## config.mk

```make
export PLATFORM = sky130hd
export DESIGN_NAME = riscv_axi_rd_arb
export DESIGN_NICKNAME = d
export VERILOG_FILES = /design/src/rtl/riscv_axi_rd_arb_pkg.sv /design/src/rtl/riscv_axi_rd_arb_rr_arb2.sv /design/src/rtl/riscv_axi_rd_arb.sv
export SDC_FILE = /design/constraint.sdc
export NUM_CORES = 1
export LEC_CHECK = 0
export BUFFER_PORTS_ARGS = -buffer_cell sky130_fd_sc_hd__buf_4
export CORE_AREA = 2 2 95 106
export DETAILED_ROUTE_END_ITERATION = 10
export DIE_AREA = 0 0 97 108
export PLACE_DENSITY = 0.76
export SETUP_SLACK_MARGIN = 0.02
export SYNTH_ARGS = -nofsm -noshare
export SYNTH_HDL_FRONTEND = slang
export SYNTH_SLANG_ARGS = --single-unit
export TNS_END_PERCENT = 100
```

## constraint.sdc

```tcl
create_clock -name ACLK -period 4.6 [get_ports ACLK]
set_clock_uncertainty 0.1 [all_clocks]
set_input_delay 0.92 -clock ACLK [delete_from_list [all_inputs] [get_ports ACLK]]
set_output_delay 0.92 -clock ACLK [all_outputs]
set_load 0.02 [all_outputs]
```

## src/rtl/riscv_axi_rd_arb_pkg.sv

```systemverilog
// Shared constants and helpers for the 2:1 AXI read-channel arbiter.
package riscv_axi_rd_arb_pkg;

    // Source index carried in the slave-side ARID/RID MSB.
    localparam logic AXI_SRC_EXU = 1'b0;  // port 0, data side
    localparam logic AXI_SRC_IFU = 1'b1;  // port 1, instruction fetch

    // Width of the outstanding-burst counter (OUTSTANDING is at most 15).
    localparam int CNT_W = 4;

    // Round-robin pick between two requesters: a lone requester wins.
    // On a tie, the port that did not win last time wins.
    function automatic logic [1:0] rr_pick(input logic [1:0] req, input logic last);
        logic [1:0] pick;
        pick = 2'b00;
        case (req)
            2'b01:   pick = 2'b01;
            2'b10:   pick = 2'b10;
            2'b11:   pick = last ? 2'b01 : 2'b10;
            default: pick = 2'b00;
        endcase
        return pick;
    endfunction

endpackage

```

## src/rtl/riscv_axi_rd_arb_rr_arb2.sv

```systemverilog
// Two-way round-robin arbiter; owns the last-grant history bit.
module riscv_rr_arb2
    import riscv_axi_rd_arb_pkg::*;
(
    input  logic       ACLK,
    input  logic       ARESETn,
    input  logic [1:0] req,
    input  logic       en,
    output logic [1:0] gnt
);

    logic last_grant;

    // One-hot grant, suppressed entirely when the consumer cannot take a request.
    always_comb begin
        gnt = 2'b00;
        if (en) gnt = rr_pick(req, last_grant);
    end

    // Remember the winner; reset favours port 0 on the first tie.
    always_ff @(posedge ACLK or negedge ARESETn) begin
        if (!ARESETn)  last_grant <= AXI_SRC_IFU;
        else if (|gnt) last_grant <= gnt[1];
    end

endmodule

```

## src/rtl/riscv_axi_rd_arb.sv

```systemverilog
// 2:1 AXI4 read arbiter: registered round-robin AR, outstanding-burst limit,
// zero-latency R demux keyed on the RID MSB.
module riscv_axi_rd_arb
    import riscv_axi_rd_arb_pkg::*;
#(
    parameter int ID_W        = 4,
    parameter int ADDR_W      = 32,
    parameter int DATA_W      = 32,
    parameter int OUTSTANDING = 4
) (
    input  logic                   ACLK,
    input  logic                   ARESETn,
    input  logic [1:0]             M_ARVALID,
    output logic [1:0]             M_ARREADY,
    input  logic [1:0][ID_W-1:0]   M_ARID,
    input  logic [1:0][ADDR_W-1:0] M_ARADDR,
    input  logic [1:0][7:0]        M_ARLEN,
    input  logic [1:0][2:0]        M_ARSIZE,
    input  logic [1:0][1:0]        M_ARBURST,
    output logic [1:0]             M_RVALID,
    input  logic [1:0]             M_RREADY,
    output logic [ID_W-1:0]        M_RID,
    output logic [DATA_W-1:0]      M_RDATA,
    output logic [1:0]             M_RRESP,
    output logic                   M_RLAST,
    output logic                   S_ARVALID,
    input  logic                   S_ARREADY,
    output logic [ID_W:0]          S_ARID,
    output logic [ADDR_W-1:0]      S_ARADDR,
    output logic [7:0]             S_ARLEN,
    output logic [2:0]             S_ARSIZE,
    output logic [1:0]             S_ARBURST,
    input  logic                   S_RVALID,
    output logic                   S_RREADY,
    input  logic [ID_W:0]          S_RID,
    input  logic [DATA_W-1:0]      S_RDATA,
    input  logic [1:0]             S_RRESP,
    input  logic                   S_RLAST
);

    logic [CNT_W-1:0] outst_cnt;
    logic             can_take;
    logic [1:0]       gnt;
    logic             sel;
    logic             r_src;
    logic             r_last_hs;
    logic             cnt_inc;
    logic             cnt_dec;

    // The slot can accept when empty or draining this cycle, and the burst budget allows.
    // Held off during reset so no grant leaks out while the block is being cleared.
    always_comb begin
        can_take = (!S_ARVALID || S_ARREADY) && (outst_cnt < CNT_W'(OUTSTANDING)) && ARESETn;
        sel      = gnt[1];
    end

    riscv_rr_arb2 u_arb (
        .ACLK    (ACLK),
        .ARESETn (ARESETn),
        .req     (M_ARVALID),
        .en      (can_take),
        .gnt     (gnt)
    );

    assign M_ARREADY = gnt;

    // AR slot: load on grant (also covers back-to-back drain+reload), clear on drain.
    always_ff @(posedge ACLK or negedge ARESETn) begin
        if (!ARESETn) begin
            S_ARVALID <= 1'b0;
            S_ARID    <= '0;
            S_ARADDR  <= '0;
            S_ARLEN   <= '0;
            S_ARSIZE  <= '0;
            S_ARBURST <= '0;
        end else if (|gnt) begin
            S_ARVALID <= 1'b1;
            S_ARID    <= {sel, M_ARID[sel]};
            S_ARADDR  <= M_ARADDR[sel];
            S_ARLEN   <= M_ARLEN[sel];
            S_ARSIZE  <= M_ARSIZE[sel];
            S_ARBURST <= M_ARBURST[sel];
        end else if (S_ARREADY) begin
            S_ARVALID <= 1'b0;
        end
    end

    // R demux: route each beat by the source bit in RID; no buffering.
    always_comb begin
        r_src     = S_RID[ID_W];
        M_RVALID  = r_src ? {S_RVALID, 1'b0} : {1'b0, S_RVALID};
        S_RREADY  = M_RREADY[r_src];
        M_RID     = S_RID[ID_W-1:0];
        M_RDATA   = S_RDATA;
        M_RRESP   = S_RRESP;
        M_RLAST   = S_RLAST;
        r_last_hs = S_RVALID && S_RREADY && S_RLAST;
        cnt_inc   = |gnt;
        cnt_dec   = r_last_hs && (outst_cnt != '0);
    end

    // Bursts in flight: counted from grant until the final R beat is accepted.
    always_ff @(posedge ACLK or negedge ARESETn) begin
        if (!ARESETn) outst_cnt <= '0;
        else if (cnt_inc && !cnt_dec) outst_cnt <= outst_cnt + 1'b1;
        else if (!cnt_inc && cnt_dec) outst_cnt <= outst_cnt - 1'b1;
    end

    // A closing beat with nothing in flight means the slave returned a burst nobody asked for.
    a_no_orphan_rlast : assert property (@(posedge ACLK) disable iff (!ARESETn)
        !(r_last_hs && outst_cnt == '0));

endmodule
```

# Word-level counts from Yosys, hierarchy flattened
# Index checks and enable logic that the tools add are counted.
# totals
regBits	56
out_inout_bits	95
wordCells	51
# op_classes
add_sub_neg	2
n_lt_le_gt_ge	3
n_eq_ne	3
n_mux	20
reduce_logical	15
# ops
operator	count
$mux W32	2
$mux W4	4
$mux W8	2
$mux W2	5
$logic_and A1 B1 Y1	7
$mux W3	2
$pmux W2 S3	1
$add A4 B1 Y4 const B	1
$eq A2 B2 Y1 const B	2
$lt A1 B2 Y1 const B	2
$lt A4 B3 Y1 const B	1
$mux W1	4
$reduce_bool A2 Y1	2
$reduce_bool A4 Y1	1
$sub A4 B1 Y4 const B	1
$logic_not A1 Y1	3
$eq A2 B1 Y1 const B	1
$reduce_or A2 Y1	1
$logic_or A1 B1 Y1	1

# Logic depth before layout (Yosys ltp)
# Gate-level depths: netlist of the first run.
# depth
word_depth	10
ltp_mapped	9
ltp_nobuf	8

# By module
# Synthesis of the first run repeated with hierarchy kept, for this count alone.
# unflattened
hier_cells	303
hier_area_um2	3020.4
# by_module_without_submodules
mod	instances	cells_per_inst	area_per_inst_um2	seq_area_each_um2
riscv_axi_rd_arb	1	295	2957.8	1376.3
riscv_rr_arb2	1	8	62.6	26.3

# Least setup slack after synthesis of the first run
# No wires, ideal clock.
# synth_path
kind	input port to flip-flop
from	in ARESETn
to	reg outst_cnt[3]
setup_ns	0.131
arrival_time_ns	3.126
t_required_ns	4.369
slack_ns	1.243
stages	9
path_cell_list	or3b_4 -> nor3_4 -> buf_6 -> ha_1 -> inv_1 -> ha_1 -> or4_1 -> o211ai_1 -> o211ai_1
# synth_via
elab_chain_cells	6
elab_cells_between_ends	8
# synth_rtl
element	line	source
start, declared	riscv_axi_rd_arb.sv:12	input logic ARESETn,
$logic_and A1 B1 Y1 (*)	riscv_axi_rd_arb.sv:53	can_take = (!S_ARVALID || S_ARREADY) && (outst_cnt < CNT_W'(OUTSTANDING)) && ARESETn;
$mux W2 (*)	riscv_axi_rd_arb_rr_arb2.sv:17	if (en) gnt = rr_pick(req, last_grant);
$reduce_or A2 Y1 (*)	riscv_axi_rd_arb.sv:98	cnt_inc = |gnt;
named net cnt_inc	riscv_axi_rd_arb.sv:47	logic cnt_inc;
$logic_not A1 Y1	riscv_axi_rd_arb.sv:106	else if (!cnt_inc && cnt_dec) outst_cnt <= outst_cnt - 1'b1;
$logic_and A1 B1 Y1	riscv_axi_rd_arb.sv:106	
$reduce_bool A2 Y1 (no source line)	--	
end signal, assigned	riscv_axi_rd_arb.sv:105	else if (cnt_inc && !cnt_dec) outst_cnt <= outst_cnt + 1'b1;
end signal, assigned	riscv_axi_rd_arb.sv:106	
end, declared	riscv_axi_rd_arb.sv:41	logic [CNT_W-1:0] outst_cnt;
# Mark *: on every way through the listed nets, which the timed path passes. The rest lies on a longest branch.
# A chain may end at the register's enable or synchronous reset.

# Final worst setup path of the first run
# layout_path
from	in ARESETn
to	out M_ARREADY[0]
# layout_via
elab_chain_cells	2
# layout_rtl
element	line	source
$logic_and A1 B1 Y1	riscv_axi_rd_arb.sv:53	
$mux W2	riscv_axi_rd_arb_rr_arb2.sv:17	
end, declared	riscv_axi_rd_arb.sv:14	output logic [1:0] M_ARREADY,
# No other way between the ends.

==> results of run 1 <==
## routing by layer
layer | vias to the layer above | share of wire, %
met5 | - | 0
met4 | 0 | 1.3
met3 | 9 | 10
met2 | 139 | 56
met1 | 1135 | 32
li1 | 1087 | -
## worst reg2reg max path, stage by stage, from the launching register on
cell	delay, ns
dfrtp_1	0.44
or4_1	0.57
nand4_1	0.13
ha_1	0.25
inv_1	0.13
ha_1	0.37
or4_1	0.53
o211ai_1	0.11
o211ai_1	0.10
## metrics by stage
step | instance area [sq um] | instances | total power [mW] | utilization, %
CTS | 4348 | 489 | 2.591 | 46.73
global route | 4348 | 489 | 2.726 | 46.73
global placement | 4252 | 482 | 2.251 | 45.69
detailed placement | 4252 | 482 | 2.303 | 45.69
floorplan | 3217 | 248 | 1.769 | -
finish | 4348 | 489 | 2.547 | 46.73
## cell usage after synthesis (all sizes together) (3+ instances only)
| cell type | instances |
|---|---|
| mux2 | 100 |
| dfrtp | 55 |
| buf | 48 |
| a31oi | 3 |
| ha | 3 |
| nor2 | 3 |
## power by group
part	switching, mW	internal, mW
clock	0.145	0.134
combinational	0.663	0.707
sequential	0.150	0.748
## registers in the layout, indices dropped and copies added (netlist names)
register          cells
S_ARVALID             1
S_ARADDR             32
S_ARLEN               8
S_ARSIZE              3
u_arb.last_grant      1
S_ARBURST             2
S_ARID                5
outst_cnt             4
## cell type report
cell class	count	area (sq um)	share of cell area, %
Clock buffer	7	96.34	2.216
Inverter	2	7.507	0.1727
Multi-Input combinational cell	140	1441	33.15
Sequential cell	56	1403	32.26
Tap cell	117	146.4	3.367
Timing Repair Buffer	167	1254	28.83
## kinds of logic after synthesis
family	count (synthesis)
DFF	56
buffers and inverters	52
muxes	101
AOI/OAI and AO/OA	12
and+or+nand+nor	21
adders and majority gates	4
xor gates and xnor gates	2
## worst paths after layout
check / startpoint / to / slack [ns] / cells past startpoint
min in group asynchronous: ARESETn / S_ARADDR[23] / 0.67 / 2
setup reg to reg: outst_cnt[2] / outst_cnt[3] / 1.76 / 8
hold reg to reg: S_ARADDR[21] / S_ARADDR[21] / 0.41 / 1
setup / recovery: ARESETn / M_ARREADY[0] / 1.06 / 5
max in group asynchronous: ARESETn / S_ARADDR[18] / 3.24 / 2
hold / removal: S_ARADDR[21] / S_ARADDR[21] / 0.41 / 1
==> impl_metrics.json, run 1 <==
{
  "run_status": "finished clean",
  "pre_cts_ws_ns": 1.032,
  "track_usage_pct": 14.77,
  "grt_pass1_wl_microns": 12560,
  "initial_core_util_pct": 34.57,
  "grtUsageMet2_pct": 28.87,
  "fmax_mhz": 282.6,
  "cts_buffers": 5,
  "worstMarginPinSlew_ns": 0.8124,
  "crit_buf_inv": 3,
  "antenna_cells": 0,
  "syn_avg_cell_area_sq_um": 12.97,
  "synthFlopType": "dfrtp_1",
  "synth_area_sq_um": 3217,
  "grt_max_degree": 58,
  "yosys.area_share.adder_pct": 1.789,
  "cp.arrival_ns": 2.52,
  "drc": 0,
  "start_kind": "input pin",
  "period_share_pct": 76.94,
  "drt-initial-drc-count": 52,
  "drive_gt1_share_pct": 74.73,
  "area_growth_pct": 35.16,
  "rsz0062_at_grt": "false",
  "synthMuxAreaShare_pct": 35.32,
  "async_flop_share_pct": 100.0,
  "yosysTopAreaCell": "dfrtp_1",
  "synth_top_area_share_pct": 42.78,
  "cp_max_fo": 57,
  "yosysWarnings": 0,
  "syn_nets": 398,
  "use_met1_pct": 14.80,
  "synth-edff-count": 0,
  "use_met3_pct": 5.495,
  "ys_seq_area_share_pct": 43.60,
  "port_buffers": 164,
  "nets": 522,
  "required_ns": 3.58,
  "first_global_vias": 2579,
  "top_usage_layer": "met2",
  "crit_family": "buffers and inverters",
  "num_rows": 37,
  "cts_sinks": 56,
  "crit_chain": "buf_4 -> buf_4 -> nor3b_1 -> o2111a_1 -> buf_4",
  "cts_root_buf": "clkbuf_8",
  "synth_compound_area_share_pct": 2.606,
  "drt-pass1-iter-count": 4,
  "worst_hold_slack_ns": 0.4122,
  "yosys.cell_types.count": 34,
  "die_w_microns": 97,
  "wl_per_cell_microns": 16.10,
  "syn_inst": 248,
  "path_common_cell": "buf_4",
  "vias_per_cell": 4.847,
  "synthTopCellsByArea": "dfrtp_1, mux2_2, buf_4",
  "setup_viol": 0,
  "relSlewSlack_pct": 45.70,
  "cp_slowest_cell": "buf_4",
  "antenna_found_initial": 0,
  "cts.path.max_buffers": 2,
  "hold_viol": 0,
  "tns_ns": 0,
  "cts_resized": 0,
  "h-tree-depth": 2,
  "p_leak_nw": 2.011,
  "hp-class": "register to register",
  "ant_nets": 0,
  "grt_overflow": 0,
  "layout_common_cells": "buf_4, mux2_2, dfrtp_1",
  "die-area_sq_um": 10480,
  "cts_tree": "built",
  "ctsHoldBuffers": 0,
  "clkLatencyLatePin_ns": 0.30,
  "setup_ws_ns": 1.061,
  "synth_top_family_by_area": "multiplexers",
  "totalWireLength_microns": 7874,
  "nFillCells": 890,
  "ys_ff_latch": 56,
  "cap_violations": 0,
  "cp-end-kind": "output pin",
  "gp_congestion": 0.7308,
  "dpl.hpwl_microns": 6216,
  "core_area_sq_um": 9305,
  "post_cts_buffers": 0,
  "die_h_microns": 108,
  "power_density_nw_per_um2": 585.9,
  "max_stage_delay_ns": 0.56,
  "pin_count": 241,
  "post-route-min-period_ns": 3.539,
  "yosys.area_share.simple_pct": 4.201,
  "finalMaxSlewViolations": 0,
  "synth-xor-area-share_pct": 0.5445,
  "vias": 2370,
  "clkTransAtPathRegs_ns": 0.09,
  "peakVddDrop_uv": 293.9,
  "crit_type": "input pin to output pin",
  "layout_commonest_cell": "buf_4"
}
Note: power is estimated with default switching activity, not from simulation.
==> inputs of run 2 (changes only) <==
Settings changed: PLACE_DENSITY 0.76 to 0.79.
Clock period 4.6 ns to 3 ns, I/O delays scaled along.
==> impl_metrics.json, run 2 (synthesized netlist as in run 1, its figures left out) <==
{
  "run_status": "finished clean",
  "finalMaxSlewViolations": 0,
  "port_buffers": 164,
  "reg.largest.list": "S_ARADDR x32, S_ARLEN x8, S_ARID x5",
  "crit_chain": "or4_1 -> nand4_1 -> ha_2 -> inv_1 -> ha_1 -> or4_1 -> o211ai_1 -> o211ai_1",
  "layout_common_cells": "buf_4, mux2_2, dfrtp_1",
  "antenna_cells": 0,
  "cts.path.max_buffers": 2,
  "worstMarginPinSlew_ns": 0.7000,
  "die_w_microns": 97,
  "vias_per_cell": 4.851,
  "post_cts_buffers": 0,
  "ff_latch_area_sq_um": 1403,
  "dpl.hpwl_microns": 6010,
  "grt_pass1_wl_microns": 12060,
  "wl_per_cell_microns": 15.48,
  "nets": 523,
  "gp_congestion": 0.7126,
  "hp-class": "input pin to async pin",
  "first_global_vias": 2629,
  "h-tree-depth": 2,
  "start_kind": "register",
  "area_growth_pct": 35.82,
  "peakVddDrop_uv": 473.6,
  "crit_type": "register to register",
  "cts_resized": 0,
  "drt-pass1-iter-count": 3,
  "hold_viol": 0,
  "cap_violations": 0,
  "cp-end-kind": "register",
  "core_area_sq_um": 9305,
  "cts_tree": "built",
  "crit_buf_inv": 1,
  "cp_max_fo": 6,
  "vias": 2382,
  "power_density_nw_per_um2": 905.3,
  "largest_register_ffs": 32,
  "post-route-min-period_ns": 2.725,
  "antenna_found_initial": 0,
  "final_util_pct": 46.95,
  "num_rows": 37,
  "relSlewSlack_pct": 53.33,
  "clkTransAtPathRegs_ns": 0.10,
  "power_mw": 3.955,
  "cp.arrival_ns": 2.81,
  "max_stage_delay_ns": 0.55,
  "ctsHoldBuffers": 0,
  "die_h_microns": 108,
  "tns_ns": 0,
  "initial_core_util_pct": 34.57,
  "cts_root_buf": "clkbuf_8",
  "die-area_sq_um": 10480,
  "drive_gt1_share_pct": 74.87,
  "grt_max_degree": 57,
  "fmax_mhz": 367.0,
  "cts_sinks": 56,
  "crit_family": "simple AND/OR/NAND/NOR gates",
  "cts_buffers": 5,
  "p_leak_nw": 2.019,
  "multi_input_area_sq_um": 1444,
  "drt-initial-drc-count": 82,
  "clkLatencyLatePin_ns": 0.30,
  "totalWireLength_microns": 7601,
  "pin_count": 241,
  "ant_nets": 0,
  "track_usage_pct": 14.13,
  "nFillCells": 846,
  "drc": 0,
  "period_share_pct": 90.84,
  "setup_viol": 0,
  "grt_overflow": 0,
  "rsz0062_at_grt": "false",
  "cp_slowest_cell": "or4_1",
  "largest_register": "S_ARADDR",
  "layout_commonest_cell": "buf_4",
  "required_ns": 3.08,
  "worst_hold_slack_ns": 0.3511
}
run 2: area by class of cell:
type,count,area share [%]
Clock buffer,6,1.661
Clock inverter,2,0.8018
Inverter,2,0.1718
Multi-Input combinational cell,140,33.05
Sequential cell,56,32.10
Tap cell,117,3.351
Timing Repair Buffer,168,28.87
run 2: metal layers:
layer	up-vias	share of wire, %	track usage, %
met4	0	5.1	9.256
met2	106	56	26.93
met5	-	0	0
met1	1148	33	13.49
li1	1092	-	-
met3	36	6.4	3.491
run 2: power breakdown:
group / switching [mW] / internal [mW]
logic: 1.01 / 1.09
registers: 0.228 / 1.15
clock network: 0.234 / 0.248
run 2: stage by stage:
step	area, sq um	setup WS [ns]	instances
finish	4369	0.2749	491
CTS	4369	0.2729	491
detailed placement	4262	0.09914	483
global placement	4262	0.1523	483
global route	4369	0.1006	491
floorplan	3219	0.03954	248
run 2: worst paths after layout:
check / cells after the start / slack [ns] / start / endpoint
max reg2reg: 8 / 0.27 / outst_cnt[2] / outst_cnt[3]
min in group ACLK: 2 / 0.40 / M_ARVALID[0] / u_arb.last_grant
min reg2reg: 1 / 0.42 / S_ARLEN[5] / S_ARLEN[5]
min: 2 / 0.35 / ARESETn / outst_cnt[2]
max in group asynchronous: 2 / 1.99 / ARESETn / S_ARADDR[22]
max: 8 / 0.27 / outst_cnt[2] / outst_cnt[3]
run 2: worst reg2reg max path, cell delays in order (launching register included):
cell and delay [ns]:
dfrtp_1 0.44, or4_1 0.55, nand4_1 0.11, ha_2 0.22, inv_1 0.10, ha_1 0.36
or4_1 0.52, o211ai_1 0.10, o211ai_1 0.09
